**config.mk**
```make
export PLATFORM = sky130hd
export DESIGN_NAME = imem_program_loader
export DESIGN_NICKNAME = d
export VERILOG_FILES = /design/src/rtl/riscv_pkg.sv /design/src/rtl/instr_encoder.sv /design/src/rtl/imem_program_loader.sv
export SDC_FILE = /design/constraint.sdc
export NUM_CORES = 1
export LEC_CHECK = 0
export CAP_MARGIN = 40
export CORE_MARGIN = 2
export CORE_UTILIZATION = 47
export CTS_CLUSTER_SIZE = 20
export DETAILED_ROUTE_END_ITERATION = 16
export GPL_TIMING_DRIVEN = 0
export PLACE_DENSITY = 0.83
export SLEW_MARGIN = 15
export SYNTH_ARGS = -nofsm -noshare
export SYNTH_HDL_FRONTEND = slang
export SYNTH_SLANG_ARGS = --single-unit
```
**constraint.sdc**
```tcl
create_clock -name clk -period 5.69 [get_ports clk]
set_input_delay 1.138 -clock clk [delete_from_list [all_inputs] [get_ports clk]]
set_output_delay 1.138 -clock clk [all_outputs]
set_load 0.02 [all_outputs]
```
**src/rtl/riscv_pkg.sv**
```systemverilog
// riscv_pkg
//   Shared RV32I definitions for the program loader and the core's main decoder:
//   loader command kinds, base opcodes, fixed/branch funct3 values, loader FSM
//   state type and a signed-range helper used for immediate legality checks.
package riscv_pkg;

  typedef enum logic [3:0] {
    KIND_LW    = 4'd0,
    KIND_SW    = 4'd1,
    KIND_R     = 4'd2,
    KIND_BEQ   = 4'd3,
    KIND_BNE   = 4'd4,
    KIND_BLT   = 4'd5,
    KIND_BGE   = 4'd6,
    KIND_IALU  = 4'd7,
    KIND_JAL   = 4'd8,
    KIND_JALR  = 4'd9,
    KIND_LUI   = 4'd10,
    KIND_AUIPC = 4'd11
  } cmd_kind_e;

  localparam logic [6:0] OP_LOAD   = 7'b0000011;
  localparam logic [6:0] OP_STORE  = 7'b0100011;
  localparam logic [6:0] OP_OP     = 7'b0110011;
  localparam logic [6:0] OP_BRANCH = 7'b1100011;
  localparam logic [6:0] OP_IMM    = 7'b0010011;
  localparam logic [6:0] OP_JAL    = 7'b1101111;
  localparam logic [6:0] OP_JALR   = 7'b1100111;
  localparam logic [6:0] OP_LUI    = 7'b0110111;
  localparam logic [6:0] OP_AUIPC  = 7'b0010111;

  localparam logic [2:0] F3_BEQ  = 3'b000;
  localparam logic [2:0] F3_BNE  = 3'b001;
  localparam logic [2:0] F3_BLT  = 3'b100;
  localparam logic [2:0] F3_BGE  = 3'b101;
  localparam logic [2:0] F3_LW   = 3'b010;
  localparam logic [2:0] F3_SW   = 3'b010;
  localparam logic [2:0] F3_JALR = 3'b000;
  localparam logic [2:0] F3_SLL  = 3'b001;
  localparam logic [2:0] F3_SRX  = 3'b101;

  typedef enum logic [1:0] {
    S_IDLE   = 2'd0,
    S_ACCEPT = 2'd1,
    S_WRITE  = 2'd2
  } loader_state_e;

  // True when v, read as two's complement, fits in a 'bits'-wide signed field:
  // every bit from bits-1 upward must equal the sign bit.
  function automatic logic fits_signed(input logic [31:0] v, input int unsigned bits);
    logic ok;
    ok = 1'b1;
    for (int unsigned i = bits - 1; i < 32; i++) begin
      if (v[i] != v[31]) ok = 1'b0;
    end
    return ok;
  endfunction

endpackage

```
**src/rtl/instr_encoder.sv**
```systemverilog
// instr_encoder
//   Combinational packer: one decoded loader command -> one RV32I word.
//   Ports:
//     kind, funct3, f7b5, rd, rs1, rs2, imm : command fields (see riscv_pkg kinds)
//     word    : packed 32-bit instruction
//     illegal : kind unknown or immediate not encodable for the kind
module instr_encoder
  import riscv_pkg::*;
(
  input  logic [3:0]  kind,
  input  logic [2:0]  funct3,
  input  logic        f7b5,
  input  logic [4:0]  rd,
  input  logic [4:0]  rs1,
  input  logic [4:0]  rs2,
  input  logic [31:0] imm,
  output logic [31:0] word,
  output logic        illegal
);

  logic [2:0] br_f3;

  always_comb begin
    word    = '0;
    illegal = 1'b0;
    br_f3   = F3_BEQ;
    case (kind)
      KIND_LW: begin
        word    = {imm[11:0], rs1, F3_LW, rd, OP_LOAD};
        illegal = !fits_signed(imm, 12);
      end
      KIND_SW: begin
        word    = {imm[11:5], rs2, rs1, F3_SW, imm[4:0], OP_STORE};
        illegal = !fits_signed(imm, 12);
      end
      KIND_R: begin
        word = {1'b0, f7b5, 5'b00000, rs2, rs1, funct3, rd, OP_OP};
      end
      KIND_BEQ, KIND_BNE, KIND_BLT, KIND_BGE: begin
        case (kind)
          KIND_BNE: br_f3 = F3_BNE;
          KIND_BLT: br_f3 = F3_BLT;
          KIND_BGE: br_f3 = F3_BGE;
          default:  br_f3 = F3_BEQ;
        endcase
        word    = {imm[12], imm[10:5], rs2, rs1, br_f3, imm[4:1], imm[11], OP_BRANCH};
        illegal = !fits_signed(imm, 13) || imm[0];
      end
      KIND_IALU: begin
        // Shift-immediates carry funct7 in the upper immediate bits.
        if (funct3 == F3_SLL || funct3 == F3_SRX)
          word = {1'b0, f7b5, 5'b00000, imm[4:0], rs1, funct3, rd, OP_IMM};
        else
          word = {imm[11:0], rs1, funct3, rd, OP_IMM};
        illegal = !fits_signed(imm, 12);
      end
      KIND_JAL: begin
        word    = {imm[20], imm[10:1], imm[11], imm[19:12], rd, OP_JAL};
        illegal = !fits_signed(imm, 21) || imm[0];
      end
      KIND_JALR: begin
        word    = {imm[11:0], rs1, F3_JALR, rd, OP_JALR};
        illegal = !fits_signed(imm, 12);
      end
      KIND_LUI: begin
        word    = {imm[31:12], rd, OP_LUI};
        illegal = (imm[11:0] != 12'h000);
      end
      KIND_AUIPC: begin
        word    = {imm[31:12], rd, OP_AUIPC};
        illegal = (imm[11:0] != 12'h000);
      end
      default: begin
        illegal = 1'b1;
      end
    endcase
  end

endmodule

```
**src/rtl/imem_program_loader.sv**
```systemverilog
// imem_program_loader
//   Accepts decoded instruction commands over valid/ready, packs them into RV32I
//   words and writes them to sequential instruction-memory addresses.
//   Ports:
//     clk, reset            : clock, synchronous active-high reset
//     load_start, load_end  : open / close a load session (pulses)
//     cmd_*                 : command handshake and fields
//     imem_we/waddr/wdata   : one-cycle instruction-memory write
//     loading, full, err    : session open, memory full, sticky illegal-command flag
//     count                 : words written in the current session
module imem_program_loader
  import riscv_pkg::*;
#(
  parameter int unsigned DEPTH = 64,
  parameter int unsigned AW    = 6
) (
  input  logic          clk,
  input  logic          reset,
  input  logic          load_start,
  input  logic          load_end,
  input  logic          cmd_valid,
  output logic          cmd_ready,
  input  logic [3:0]    cmd_kind,
  input  logic [2:0]    cmd_funct3,
  input  logic          cmd_f7b5,
  input  logic [4:0]    cmd_rd,
  input  logic [4:0]    cmd_rs1,
  input  logic [4:0]    cmd_rs2,
  input  logic [31:0]   cmd_imm,
  output logic          imem_we,
  output logic [AW-1:0] imem_waddr,
  output logic [31:0]   imem_wdata,
  output logic          loading,
  output logic          full,
  output logic          err,
  output logic [AW:0]   count
);

  localparam logic [AW:0]   FULL_COUNT = (AW + 1)'(DEPTH);
  localparam logic [AW-1:0] LAST_ADDR  = AW'(DEPTH - 1);

  loader_state_e state_q, state_d;
  logic [AW-1:0] waddr_q, waddr_d;
  logic [AW:0]   count_q, count_d;
  logic          err_q, err_d;
  logic [31:0]   word_q, word_d;
  logic          end_q, end_d;

  logic [31:0]   enc_word;
  logic          enc_illegal;
  logic          is_full;
  logic          handshake;

  instr_encoder u_encoder (
    .kind    (cmd_kind),
    .funct3  (cmd_funct3),
    .f7b5    (cmd_f7b5),
    .rd      (cmd_rd),
    .rs1     (cmd_rs1),
    .rs2     (cmd_rs2),
    .imm     (cmd_imm),
    .word    (enc_word),
    .illegal (enc_illegal)
  );

  assign is_full   = (count_q == FULL_COUNT);
  assign cmd_ready = (state_q == S_ACCEPT) && !is_full;
  assign handshake = cmd_valid && cmd_ready;

  always_comb begin
    state_d = state_q;
    waddr_d = waddr_q;
    count_d = count_q;
    err_d   = err_q;
    word_d  = word_q;
    end_d   = end_q;
    case (state_q)
      S_IDLE: begin
        if (load_start) begin
          state_d = S_ACCEPT;
          waddr_d = '0;
          count_d = '0;
          err_d   = 1'b0;
          end_d   = 1'b0;
        end
      end
      S_ACCEPT: begin
        if (load_start) begin
          waddr_d = '0;
          count_d = '0;
          err_d   = 1'b0;
        end
        if (handshake && enc_illegal) begin
          err_d = 1'b1;
          if (load_end) state_d = S_IDLE;
        end else if (handshake) begin
          // load_end alongside a handshake is remembered so the session
          // closes only after this word has been written.
          word_d  = enc_word;
          end_d   = load_end;
          state_d = S_WRITE;
        end else if (load_end) begin
          state_d = S_IDLE;
        end
      end
      S_WRITE: begin
        end_d = 1'b0;
        if (load_start) begin
          // The strobe for the pending word is already out this cycle;
          // the restart takes effect on the following one.
          state_d = S_ACCEPT;
          waddr_d = '0;
          count_d = '0;
          err_d   = 1'b0;
        end else begin
          count_d = count_q + 1'b1;
          // Hold at the last address instead of wrapping; full blocks further writes.
          waddr_d = (waddr_q == LAST_ADDR) ? waddr_q : waddr_q + 1'b1;
          state_d = (end_q || load_end) ? S_IDLE : S_ACCEPT;
        end
      end
      default: begin
        state_d = S_IDLE;
      end
    endcase
  end

  always_ff @(posedge clk) begin
    if (reset) begin
      state_q <= S_IDLE;
      waddr_q <= '0;
      count_q <= '0;
      err_q   <= 1'b0;
      word_q  <= '0;
      end_q   <= 1'b0;
    end else begin
      state_q <= state_d;
      waddr_q <= waddr_d;
      count_q <= count_d;
      err_q   <= err_d;
      word_q  <= word_d;
      end_q   <= end_d;
    end
  end

  assign imem_we    = (state_q == S_WRITE);
  assign imem_waddr = waddr_q;
  assign imem_wdata = word_q;
  assign loading    = (state_q != S_IDLE);
  assign full       = is_full;
  assign err        = err_q;
  assign count      = count_q;

endmodule

```
## After elaboration in Yosys (flattened, before gate mapping)

Index checks and enable logic that the tools add are counted.

- Register bits after elaboration: 49
- Output and inout bits: 50

- Add/sub/neg operators: 2
- Eq/ne operators: 42
- Muxes and demuxes: 81
- Bitwise gates (word level): 1
- Reductions and logical operators: 29

Operators with widths:

| cell | number |
|---|---|
| 32-bit one-hot mux with 9 select lines | 1 |
| 1-bit two-way mux | 63 |
| 32-bit two-way mux | 1 |
| 1-bit inequality test | 20 |
| 6-bit two-way mux | 3 |
| 4-bit by 3-bit equality test with 1-bit output (second input constant) | 4 |
| 4-bit equality test (second input constant) | 4 |
| 7-bit two-way mux | 2 |
| 7-bit one-hot mux with 2 select lines | 1 |
| 6-bit one-hot mux with 2 select lines | 1 |
| 12-bit nonzero test | 1 |
| 3-bit one-hot mux with 3 select lines | 1 |
| 4-bit by 2-bit equality test with 1-bit output (second input constant) | 2 |
| 2-bit two-way mux | 4 |
| 1-bit one-hot mux with 8 select lines | 1 |
| 7-bit by 1-bit adder with 7-bit output (second input constant) | 1 |
| 7-bit equality test (second input constant) | 1 |
| 1-bit zero test | 7 |
| 6-bit by 1-bit adder with 6-bit output (second input constant) | 1 |
| 6-bit equality test (second input constant) | 1 |
| 2-bit inequality test (second input constant) | 3 |
| 2-bit one-hot mux with 3 select lines | 1 |
| 3-bit AND reduction | 2 |
| 2-bit nonzero test | 3 |
| 19 further kinds | 26 |

## Longest topological paths before layout

- Depth in word-level cells: 27
- Depth in mapped cells: 10

## Modules after synthesis

Synthesis repeated with hierarchy kept, for this count alone.

- Cell total of the unflattened synthesis: 422
- Area total of the unflattened synthesis: 3121.7 um^2

By module, submodules not included:

| module | times used | cells each | area an instance (um^2) | sequential area each (um^2) |
|---|---|---|---|---|
| imem_program_loader | 1 | 252 | 2053.2 | 980.9 |
| instr_encoder | 1 | 170 | 1068.5 | 0.0 |

## Worst setup path before layout

OpenSTA, ideal clock, no wires.

- Path type: input port to flip-flop
- Start: in cmd_imm[16]
- End: reg word_q[4] (netlist: imem_wdata[4])
- Library setup time: 71 ps
- Data arrival time: 2886 ps
- Required time: 5619 ps
- Slack: 2733 ps
- Stages on the path: 6
- Buffers on the path: 0
- Path through: or4_4 -> nor4_4 -> o221a_4 -> o211ai_4 -> or4_1 -> a21oi_1

- Cells in the longest elaborated chain, start to end: 23
- Elaborated cells on any way between the ends: 46

Ends and longest elaborated chain:

| what | line | text |
|---|---|---|
| from (decl) | imem_program_loader.sv:29 | `input logic [31:0] cmd_imm,` |
| 1-bit inequality test (*) | riscv_pkg.sv:54 | `if (v[i] != v[31]) ok = 1'b0;` |
| 1-bit two-way mux (15 in a row) | riscv_pkg.sv:54 |  |
| 1-bit two-way mux | instr_encoder.sv:27 | `case (kind)` |
| 1-bit zero test | instr_encoder.sv:47 | `illegal = !fits_signed(imm, 13) \|\| imm[0];` |
| 1-bit logical OR | instr_encoder.sv:47 |  |
| 1-bit one-hot mux with 8 select lines (*) | instr_encoder.sv:27 |  |
| 1-bit logical AND (*) | imem_program_loader.sv:93 | `if (handshake && enc_illegal) begin` |
| 1-bit inverter (no source line) (*) | -- |  |
| 3-bit AND reduction (no source line) (*) | -- |  |
| to (signal assigned) | imem_program_loader.sv:141 | `word_q <= word_d;` |
| to (decl) | imem_program_loader.sv:46 | `logic [31:0] word_q, word_d;` |

Every way passes the cells marked *; elsewhere a longest branch is shown, timed or not. The select of a mux whose other input is x is not followed.
A chain may end at the register's enable or synchronous reset.

## Final worst setup path

- Start: in cmd_kind[2]
- End: reg word_q[24] (netlist: imem_wdata[24])

- Cells in the longest elaborated chain, start to end: 6
- Elaborated cells on any way between the ends: 19

Ends and longest elaborated chain:

| what | line | text |
|---|---|---|
| from (decl) | imem_program_loader.sv:23 | `input logic [3:0] cmd_kind,` |
| 4-bit by 2-bit equality test with 1-bit output (tied with other cells) | instr_encoder.sv:27 |  |
| 4-bit OR reduction / 2-bit OR reduction (equally long branches) | -- |  |
| 1-bit one-hot mux with 8 select lines | instr_encoder.sv:27 |  |
| 1-bit logical AND | imem_program_loader.sv:93 |  |
| 1-bit inverter (no source line) | -- |  |
| 3-bit AND reduction (no source line) | -- |  |

Several ways; a longest one is shown, not always the timed one.

==> results.sh <==
export IMPL_cts_sinks=48
export IMPL_required_ns=5.86
export IMPL_ios=110
export IMPL_dieArea_um2=7220
export IMPL_comb_power_share_pct=25.8
export IMPL_diodes=0
export IMPL_hold_path_class="flip-flop to flip-flop"
export IMPL_setup_viol=0
export IMPL_syn_inst=397
export IMPL_netlist_area_leader_share_pct=31.2
export IMPL_ant_nets=0
export IMPL_drive_above_1_share_pct=6.84
export IMPL_busiest_layer="met2"
export IMPL_htreeDepth=2
export IMPL_yosysWarnings=0
export IMPL_switching_share_pct=30.6
export IMPL_via_per_inst=6.29
export IMPL_clk_pin_slew_ns=0.09
export IMPL_place_hpwl_mm=8.16
export IMPL_synth_net_count=460
export IMPL_clockPowerShare_pct=27.6
export IMPL_synth_edf_count=0
export IMPL_syn_cell_area_um2=3080
export IMPL_gp_congestion=0.972
export IMPL_peakVddDrop_v=0.000106
export IMPL_grt_met2_usage_pct=47.8
export IMPL_path_max_fanout=10
export IMPL_register_area_um2=961
export IMPL_vias=3707
export IMPL_antenna_found_initial=0
export IMPL_layout_nets=574
export IMPL_areaGrowthSynthToFinish_pct=40.7
export IMPL_crit_arrival_ns=3.68
export IMPL_finalClockSkew_ns=0.00929
export IMPL_ys_ff_latch=48
export IMPL_period_share_pct=61.7
export IMPL_fill_cells=555
export IMPL_multiInputGateArea_um2=1950
export IMPL_cts_hold_repair_buffers=0
export IMPL_setup_tns_ns=0
export IMPL_cts_root_buf="clkbuf_8"
export IMPL_grt_use_total_pct=29.3
export IMPL_fmax_ghz=0.285
export IMPL_die_y_um=85.0
export IMPL_drt_iter0_drc=222
export IMPL_grt_pass1_vias=3575
export IMPL_cts_path_max_buffers=2
export IMPL_grt_pass1_wl_mm=17.3
export IMPL_grt_met3_usage_pct=5.06
export IMPL_crit_path_top_delay_cell="clkdlybuf4s50_1"
export IMPL_hold_viol=0
export IMPL_post_cts_resized=0
export IMPL_avgSynthCellArea_um2=7.77
export IMPL_cts_buffers=5
export IMPL_start_util_pct=48.6
export IMPL_seq_power_share_pct=46.6
export IMPL_finalCriticalPeriod_ns=3.51
export IMPL_slew_violations=0
export IMPL_post_drt_wl_per_cell_um=17.8
export IMPL_relSlewSlack_pct=47.7
export IMPL_cp_cell_sequence="clkdlybuf4s50_1 > clkbuf_1 > buf_2 > buf_1 > nor2_1 > a32o_1 > a22oi_1 > a311oi_1"
export IMPL_grt_use_met1_pct=38.0
export IMPL_yosysSeqAreaShare_pct=31.2
export IMPL_ys_flop_type="dfxtp_1"
export IMPL_clk_latency_ns=0.31
export IMPL_drc=0
export IMPL_power_leakage_nw=1.50
export IMPL_grt_setup_unrepaired="no"
export IMPL_critPathMaxStageDelay_ns=0.48
export IMPL_layout_commonest_cell="clkdlybuf4s50_1"
export IMPL_die_x_um=85.0
export IMPL_grt_max_degree=16
export IMPL_wirelength_mm=10.5
export IMPL_cts_tree="done"
export IMPL_worst_setup_path_end_kind="flip-flop"
export IMPL_dpl_instance_area_um2=4250
export IMPL_synthArstFlopShare_pct=0
export IMPL_worst_setup_path_type="input port to flip-flop"
export IMPL_yosys_area_top_type="dfxtp_1"
export IMPL_intPower_mw=0.512
export IMPL_power_mw=0.739
export IMPL_synth_cell_types=65
export IMPL_p_sw_mw=0.226
export IMPL_portBuffers=107
export IMPL_synth_area_top_cells="dfxtp_1 (31%), a21oi_1 (8.3%), a22oi_1 (5.4%), a211oi_1 (5.1%), nor2_1 (3.9%)"
export IMPL_layout_common_cells="clkdlybuf4s50_1 (107), a21oi_1 (51), dfxtp_1 (48)"
export IMPL_start_kind="input port"
export IMPL_final_cell_area_um2=4340
export IMPL_postCtsSetupRepairBufs=0
export IMPL_rows=29
export IMPL_grt_overflow_total=0
export IMPL_drv_cap=0
export IMPL_pwr_density_cell_nw_per_um2=170
export IMPL_firstDrtPassIters=5
export IMPL_core_area_um2=6350
export IMPL_outcome="finished clean"
export IMPL_tightest_slew_ns=0.782
## layer usage
layer | up-vias | wire length, µm
met5 | - | 0
met4 | 0 | 401
met3 | 40 | 812
met2 | 194 | 4870
met1 | 1725 | 4380
li1 | 1748 | -
## final cells by class
| cell class | count | share of cell area [%] |
|---|---|---|
| Clock inverter | 3 | 0.433 |
| Clock buffer | 5 | 1.59 |
| Inverter | 13 | 1.12 |
| Sequential cell | 48 | 22.2 |
| Buffer | 30 | 2.94 |
| Multi-Input combinational cell | 306 | 44.9 |
| Tap cell | 77 | 2.22 |
| Timing Repair Buffer | 107 | 24.7 |
## worst paths after layout
path	slack (ns)	to	start	cells after the start
worst max-delay path	2.18	imem_wdata[24]	cmd_kind[2]	8
worst min-delay path	0.48	imem_wdata[14]	imem_wdata[14]	2
worst max register to register	3.15	imem_wdata[6]	count[0]	10
worst min register to register	0.48	imem_wdata[14]	imem_wdata[14]	2
## power by group through the flow
stage / logic, mW / clock network [mW] / registers, mW
final: 0.191 / 0.204 / 0.344
after global placement: 0.185 / 0 / 0.352
after CTS: 0.187 / 0.207 / 0.344
after detailed placement: 0.187 / 0 / 0.352
after floorplan: 0.0919 / 0 / 0.356
after global routing: 0.206 / 0.222 / 0.345
## cell usage after synthesis, types with 3 or more instances
cell type and n:
o221a_2 5, and2_1 4, ha_1 3, nand3_1 13, a211oi_1 21, buf_2 9, o21ai_0 21, nand2_1 25
and3_1 5, nor2_1 32, o21ai_1 3, a22o_1 3, nor2b_1 9, a32o_1 5, inv_1 13, a21oi_1 51
nand2b_1 7, a22oi_1 22, clkbuf_1 18, nand4_1 7, dfxtp_1 48, a311oi_1 6, nor4_1 4, nor3_1 11
## worst max-delay path, delay by kind of cell
kind | cells | cell delay [ns]
simple gates | 1 | 0.31
buf+inv | 4 | 1.52
compound gates | 3 | 0.71
## sequential cells by signal, summed over array words and instances (netlist names)
signal      cells
end_q           1
err             1
imem_waddr      6
imem_wdata     31
count           7
state_q         2
## through the flow
step	hold slack (ns)	utilization, %	setup slack (ns)	instances
global placement	0.447	66.9	1.90	581
CTS	0.474	68.3	2.24	589
detailed placement	0.461	66.9	1.92	581
global route	0.503	68.3	1.95	589
finish	0.477	68.3	2.18	589
floorplan	0.456	-	2.73	397
## cells by family (layout without fill, tap and decap cells)
group,Yosys count,in the layout,synth area share (%)
AND/OR/NAND/NOR,137,137,23.8
buffers and inverters,43,158,5.72
adder cells (fa/ha/maj),3,3,1.22
AO/OA/AOI/OAI,162,162,36.8
flip-flops,48,48,31.2
multiplexers,3,3,1.01
XOR/XNOR,1,1,0.284
No activity file was read; power rests on OpenSTA's default activity.
